<file path="src/rtl/rst_seq_sonata.sv">
// Staged reset sequencer: waits for a stable PLL lock, holds both resets, then
// releases the peripheral domain ahead of the core domain. Aborts restart the sequence.
module rst_seq_sonata #(
    parameter int SyncStages       = 2,
    parameter int LockStableCycles = 1024,
    parameter int ResetHoldCycles  = 16,
    parameter int StageGapCycles   = 8
) (
    input  logic       clk_i,
    input  logic       rst_i,
    input  logic       pll_locked_i,
    input  logic       ext_rst_req_i,
    input  logic       sw_rst_req_i,
    output logic       rst_periph_o,
    output logic       rst_core_o,
    output logic       ready_o,
    output logic [1:0] rst_cause_o,
    output logic [7:0] lock_lost_cnt_o
);

    localparam int MaxA   = (LockStableCycles > ResetHoldCycles) ? LockStableCycles : ResetHoldCycles;
    localparam int MaxCnt = (MaxA > StageGapCycles) ? MaxA : StageGapCycles;
    localparam int CntW   = $clog2(MaxCnt + 1);

    localparam logic [CntW-1:0] LockLast = CntW'(LockStableCycles - 1);
    localparam logic [CntW-1:0] HoldLast = CntW'(ResetHoldCycles - 1);
    localparam logic [CntW-1:0] GapLast  = CntW'(StageGapCycles - 1);

    typedef enum logic [1:0] {WAIT_LOCK, HOLD, REL_PERIPH, RUN} state_e;

    state_e            state_q, state_d;
    logic [CntW-1:0]   cnt_q, cnt_d;
    logic [1:0]        cause_q, cause_d;
    logic [7:0]        lost_q;
    logic              periph_q, periph_d;
    logic              core_q, core_d;
    logic              ready_q, ready_d;
    logic [SyncStages-1:0] lock_sync_q, ext_sync_q;
    logic              lock_prev_q;
    logic              lock_s, ext_s;

    assign lock_s = lock_sync_q[SyncStages-1];
    assign ext_s  = ext_sync_q[SyncStages-1];

    always_ff @(posedge clk_i) begin
        if (rst_i) begin
            lock_sync_q <= '0;
            ext_sync_q  <= '0;
            lock_prev_q <= 1'b0;
            lost_q      <= 8'd0;
        end else begin
            lock_sync_q <= {lock_sync_q[SyncStages-2:0], pll_locked_i};
            ext_sync_q  <= {ext_sync_q[SyncStages-2:0], ext_rst_req_i};
            lock_prev_q <= lock_s;
            if (lock_prev_q && !lock_s && lost_q != 8'hFF)
                lost_q <= lost_q + 8'd1;
        end
    end

    // State register; the reset outputs are registered from the next state
    always_ff @(posedge clk_i) begin
        if (rst_i) begin
            state_q  <= WAIT_LOCK;
            cnt_q    <= '0;
            cause_q  <= 2'd0;
            periph_q <= 1'b1;
            core_q   <= 1'b1;
            ready_q  <= 1'b0;
        end else begin
            state_q  <= state_d;
            cnt_q    <= cnt_d;
            cause_q  <= cause_d;
            periph_q <= periph_d;
            core_q   <= core_d;
            ready_q  <= ready_d;
        end
    end

    always_comb begin
        state_d = state_q;
        cnt_d   = cnt_q;
        cause_d = cause_q;
        if (state_q != WAIT_LOCK && !lock_s) begin
            state_d = WAIT_LOCK;
            cnt_d   = '0;
            cause_d = 2'd1;
        end else if ((state_q == REL_PERIPH || state_q == RUN) && ext_s) begin
            state_d = HOLD;
            cnt_d   = '0;
            cause_d = 2'd2;
        end else if (state_q == RUN && sw_rst_req_i) begin
            state_d = HOLD;
            cnt_d   = '0;
            cause_d = 2'd3;
        end else begin
            case (state_q)
                WAIT_LOCK: begin
                    if (!lock_s || ext_s) begin
                        cnt_d = '0;
                    end else if (cnt_q == LockLast) begin
                        state_d = HOLD;
                        cnt_d   = '0;
                    end else begin
                        cnt_d = cnt_q + CntW'(1);
                    end
                end
                HOLD: begin
                    // button still held here simply restarts the hold window
                    if (ext_s) begin
                        cnt_d = '0;
                    end else if (cnt_q == HoldLast) begin
                        state_d = REL_PERIPH;
                        cnt_d   = '0;
                    end else begin
                        cnt_d = cnt_q + CntW'(1);
                    end
                end
                REL_PERIPH: begin
                    if (cnt_q == GapLast) begin
                        state_d = RUN;
                        cnt_d   = '0;
                    end else begin
                        cnt_d = cnt_q + CntW'(1);
                    end
                end
                default: cnt_d = '0;
            endcase
        end
    end

    always_comb begin
        periph_d = (state_d == WAIT_LOCK) || (state_d == HOLD);
        core_d   = (state_d != RUN);
        ready_d  = (state_d == RUN);
    end

    assign rst_periph_o    = periph_q;
    assign rst_core_o      = core_q;
    assign ready_o         = ready_q;
    assign rst_cause_o     = cause_q;
    assign lock_lost_cnt_o = lost_q;

endmodule

</file>
<file path="config.mk">
export PLATFORM = sky130hd
export DESIGN_NAME = rst_seq_sonata
export DESIGN_NICKNAME = d
export VERILOG_FILES = /design/src/rtl/rst_seq_sonata.sv
export SDC_FILE = /design/constraint.sdc
export NUM_CORES = 1
export LEC_CHECK = 0
export CAP_MARGIN = 20
export CORE_AREA = 2 2 62 64
export DETAILED_ROUTE_END_ITERATION = 8
export DIE_AREA = 0 0 64 66
export DONT_BUFFER_PORTS = 1
export PLACE_DENSITY = 0.65
export SYNTH_ARGS = -nofsm -noshare
export SYNTH_HDL_FRONTEND = slang
export SYNTH_SLANG_ARGS = --single-unit
</file>
<file path="constraint.sdc">
create_clock -name clk_i -period 2.4 [get_ports clk_i]
set_clock_uncertainty 0.1 [all_clocks]
set_input_delay 0.6 -clock clk_i [delete_from_list [all_inputs] [get_ports clk_i]]
set_output_delay 0.6 -clock clk_i [all_outputs]
set_load 0.03 [all_outputs]
</file>
==> Word level (Yosys, flattened, before mapping) <==
Cells that the tools add are included.
{ "word_totals": {"regBits": 31, "word_cells": 57} }
{ "classes": {"addsub": 2, "n_reduce_logical": 16, "muxes": 18, "n_eq_ne": 10} }
{ "ops": {"columns": ["op", "count"], "rows": [
  ["2-to-1 mux 11 bit", 5],
  ["one-hot mux 11 bit (3 select lines)", 1],
  ["2-to-1 mux 2 bit", 10],
  ["adder 11 x 1 -> 11 bit (second input constant)", 1],
  ["equality test 11 x 10 -> 1 bit (second input constant)", 1],
  ["equality test 11 x 3 -> 1 bit (second input constant)", 1],
  ["equality test 11 x 4 -> 1 bit (second input constant)", 1],
  ["adder 8 x 1 -> 8 bit (second input constant)", 1],
  ["inequality test 8 bit (second input constant)", 1],
  ["equality test 2 bit (second input constant)", 3],
  ["one-hot mux 2 bit (3 select lines)", 1],
  ["logical AND 1 bit", 5],
  ["equality test 2 x 1 -> 1 bit (second input constant)", 2],
  ["logical NOT 2 bit", 2],
  ["nonzero test 2 bit", 2],
  ["OR reduction 4 bit", 1],
  ["logical OR 1 bit", 3],
  ["nonzero test 3 bit", 1],
  ["inequality test 2 bit (second input constant)", 1],
  ["OR reduction 2 bit", 1],
  ["logical NOT 1 bit", 1],
  ["2-to-1 mux 1 bit", 1]
]} }

==> Longest topological paths before layout <==
{ "logic_depth": {"word_depth": 9, "ltp_mapped": 6, "mapped_depth_nobuf": 6} }

==> Worst setup path before layout <==
No wires, ideal clock.
{ "synth_timing": {"path_kind": "register -> register", "startpoint": "register cnt_q[0]", "endpoint": "register cnt_q[2]", "path_slack_ps": 610, "path_stages_with_launch": 6, "setup_ps": 134, "period_less_slack_ps": 1790, "required_time_ps": 2166, "t_arrival_ps": 1556, "path_cell_list": "dfxtp_1 -> ha_1 -> nand2_1 -> or3_4 -> a211oi_4 -> nor3_1"} }
{ "synth_between": {"elab_chain_len": 4, "word_cells_on_any_way": 10, "cone_classes": "add/sub: 1; eq/ne: 3; mux: 6"} }
{ "synth_lines": {"columns": ["element", "line_no", "text"], "rows": [
  ["start: declaration", "32", "logic [CntW-1:0] cnt_q, cnt_d;"],
  ["start signal: assignment", "71", "cnt_q <= cnt_d;"],
  ["adder 11 x 1 -> 11 bit, or another cell as far along", "104, 115, 123", null],
  ["2-to-1 mux 11 bit, on equally long branches", "111, 100", null],
  ["2-to-1 mux 11 bit, on equally long branches", "109, 98", null],
  ["one-hot mux 11 bit (3 select lines) (*)", "96", "case (state_q)"]
]} }
Every way passes the cells marked *; elsewhere a longest branch is shown, timed or not.
A chain may end at the register's enable or synchronous reset.

==> Final worst setup path <==
{ "layout_timing": {"startpoint": "register cnt_q[0]", "endpoint": "register cnt_q[4]"} }
The elaborated chain is that of the path after synthesis.

==> impl_metrics.toml <==
[setup_path]
worstPathRequired_ps = 2510
r2r-start = "cnt_q[0]"
cp_cell_sequence = "ha_1, nand2_1, or3_4, a211oi_4, nor3_1"
critPathMaxStageDelay_ps = 480
critPathSlowestCell = "a211oi_4"
r2r_end = "cnt_q[4]"
worstSetupStartpointType = "register"
cp.arrival_ps = 2100
rr_worst_depth = 5
worst_setup_path_end_kind = "register"
crit_type = "register to register"
cp_max_fo = 10
r2r_setup_slack_ps = 410

[logic_synthesis]
synth_nets = 156
postSynthCellCount = 149
yosysUniqueCellTypes = 44
yosysMostFrequentCell = "dfxtp_1"
synth_top_area_share_pct = 44.0
synth_area_per_cell_um2 = 9.47
synth_area_leader_cell = "dfxtp_1"
yosysWarnings = 0
synth_area_um2 = 1410
ys_seq_area_share_pct = 44.0
synth_commonest_cells = "dfxtp_1, nor2_1, nor3_1"
synth_edf_count = 0
async_reset_ff_share_pct = 0
synth-main-ff-cell = "dfxtp_1"
synth.area.top_cells = "dfxtp_1, xor2_1, nor3_1, nor2_1, nor2b_1"
ys_seq_elements = 31

[final_layout]
drive_gt1_share_pct = 14.4
diodes = 0
fin_nets = 166
final_cells = 208
syn2layout_area_growth_pct = 10.3

[timing]
hold_violations = 0
fmax_ghz = 0.501
fin_ws_ps = 405
slew_headroom_pct = 68.4
period_needed_ps = 1990
maxSlewViolCount = 0
grt_setup_unrepaired = "false"
fin_crit_sh_pct = 83.1
holdWs_ps = 213
setup_viol = 0
worst_pin_slew_ps = 473
fin_tns_setup_ps = 0

[global_routing]
grt_pass1_vias = 1100
grt_usage_pct = 15.0
grt_pass1_wl_mm = 4.73
antenna_found_initial = 0
grt_max_degree = 17
overflow = 0

[route]
ant_nets = 0
via_per_inst = 5.46
drtPass1Iterations = 4
wl_per_cell_um = 12.9
drc = 0
wl_mm = 2.69
drt_iter0_drc = 51
vias = 1136

[worst_hold_path]
hold_path_class = "primary input to register"
hold_depth = 1
hold_path.startpoint = "rst_i"
hold_path_end = "lock_lost_cnt_o[7]"

[floorplan]
start_util_pct = 39.7
ioPinCount = 18
num_rows = 22
core-area_um2 = 3550
die_w_um = 64
fp.dieH_um = 66
dieArea_um2 = 4220

[place]
pre_cts_slack_ps = 393
gp_congestion = 0.802
dp_hpwl_mm = 1.88
place.port_buffers = 0
place_inst = 200

[power_and_ir_drop]
cellLeakagePower_nw = 0.566
swShare_pct = 22.9
total_power_mw = 0.832
ir_drop_uv = 248
p_int_mw = 0.641
combinationalPowerShare_pct = 2.5
power.switching_mw = 0.191
p_clk_share_pct = 34.8
seqPwrFrac_pct = 62.8
p_per_area_nw_per_um2 = 535

[clocking]
path_clk_slew_ps = 100
cts_buffers = 5
cts_tree = "built"
cts_resized = 0
cts.sinks = 31
clockRootBuffer = "clkbuf_4"
htreeDepth = 2
insertion_delay_ps = 340
post-cts-setup-buffers = 0
holdBufCountCts = 0
clockBufferDepth = 2

[outcome]
status = "completed"

[run]
maxCapViolations = 0
==> metal layers <==
layer	track usage [%]	wire (um)	up-vias
met5	0	0	-
met2	23.4	1270	18
met1	16.4	1160	544
met3	7.33	187	7
li1	-	-	567
met4	8.97	69	0
==> how the worst max path moves through the flow <==
stage          startpoint  endpoint  slack [ps]  cells past startpoint
2_1_floorplan    cnt_q[0]  cnt_q[2]         610                      5
3_3_place_gp     cnt_q[0]  cnt_q[4]         470                      5
3_5_place_dp     cnt_q[0]  cnt_q[2]         390                      5
4_1_cts          cnt_q[0]  cnt_q[2]         390                      5
5_1_grt          cnt_q[0]  cnt_q[4]         230                      5
6_report         cnt_q[0]  cnt_q[4]         410                      5
==> layout make-up <==
| class | count | area, um^2 |
|---|---|---|
| fill | 342 | 1990 |
| sequential | 31 | 621 |
| clock buffer | 7 | 45.0 |
| timing repair buffer | 7 | 52.6 |
| clock inverter | 1 | 5.00 |
| tap | 48 | 60.1 |
| inverter | 3 | 11.3 |
| multi-input combinational | 111 | 762 |
==> through the flow <==
step                utilization (%)  cell area (um^2)
floorplan                         -              1410
global placement               42.4              1510
detailed placement             42.4              1510
CTS                            43.8              1560
global route                   43.8              1560
finish                         43.8              1560
==> worst max-delay path, delay by kind of cell (launching register included) <==
family,cells,cell delay (ps)
AND/OR/NAND/NOR,3,600
adder cells (fa/ha/maj),1,290
AO/OA/AOI/OAI,1,480
flip-flops,1,390
==> power groups by stage <==
stage	Clock (mW)	Combinational [mW]	Sequential (mW)
finish	0.290	0.0204	0.522
global placement	0	0.0202	0.534
CTS	0.301	0.0207	0.522
detailed placement	0	0.0206	0.534
floorplan	0	0.0165	0.535
global route	0.316	0.0231	0.523
==> logic make-up after synthesis <==
logic type | Yosys count | synth area share (%)
muxes | 2 | 1.42
and+or+nand+nor | 75 | 32.1
AOI/OAI and AO/OA | 20 | 11.3
DFF | 31 | 44.0
buffers and inverters | 7 | 2.04
adders and majority gates | 2 | 1.77
xor gates and xnor gates | 12 | 7.45
==> sequential cells by signal, summed over array words and instances, names as in the netlist <==
signal	cells
cnt_q	11
ext_sync_q	2
lock_lost_cnt_o	8
lock_prev_q	1
lock_sync_q	2
ready_o	1
rst_cause_o	2
rst_core_o	1
rst_periph_o	1
state_q	2
==> layout by cell type, fill, tap and decap left out, drive strengths merged, types with 3 or more instances in the layout <==
master / Yosys / routed
nand2b: 4 / 4
and3: 6 / 6
dfxtp: 31 / 31
clkbuf: 2 / 7
a21oi: 4 / 4
nor3: 13 / 13
nor2b: 7 / 7
nand2: 7 / 7
xor2: 10 / 10
nand3: 5 / 5
nor2: 13 / 13
buf: 2 / 7
nand4: 6 / 6
inv: 3 / 3
(Power assumes the default switching activity.)
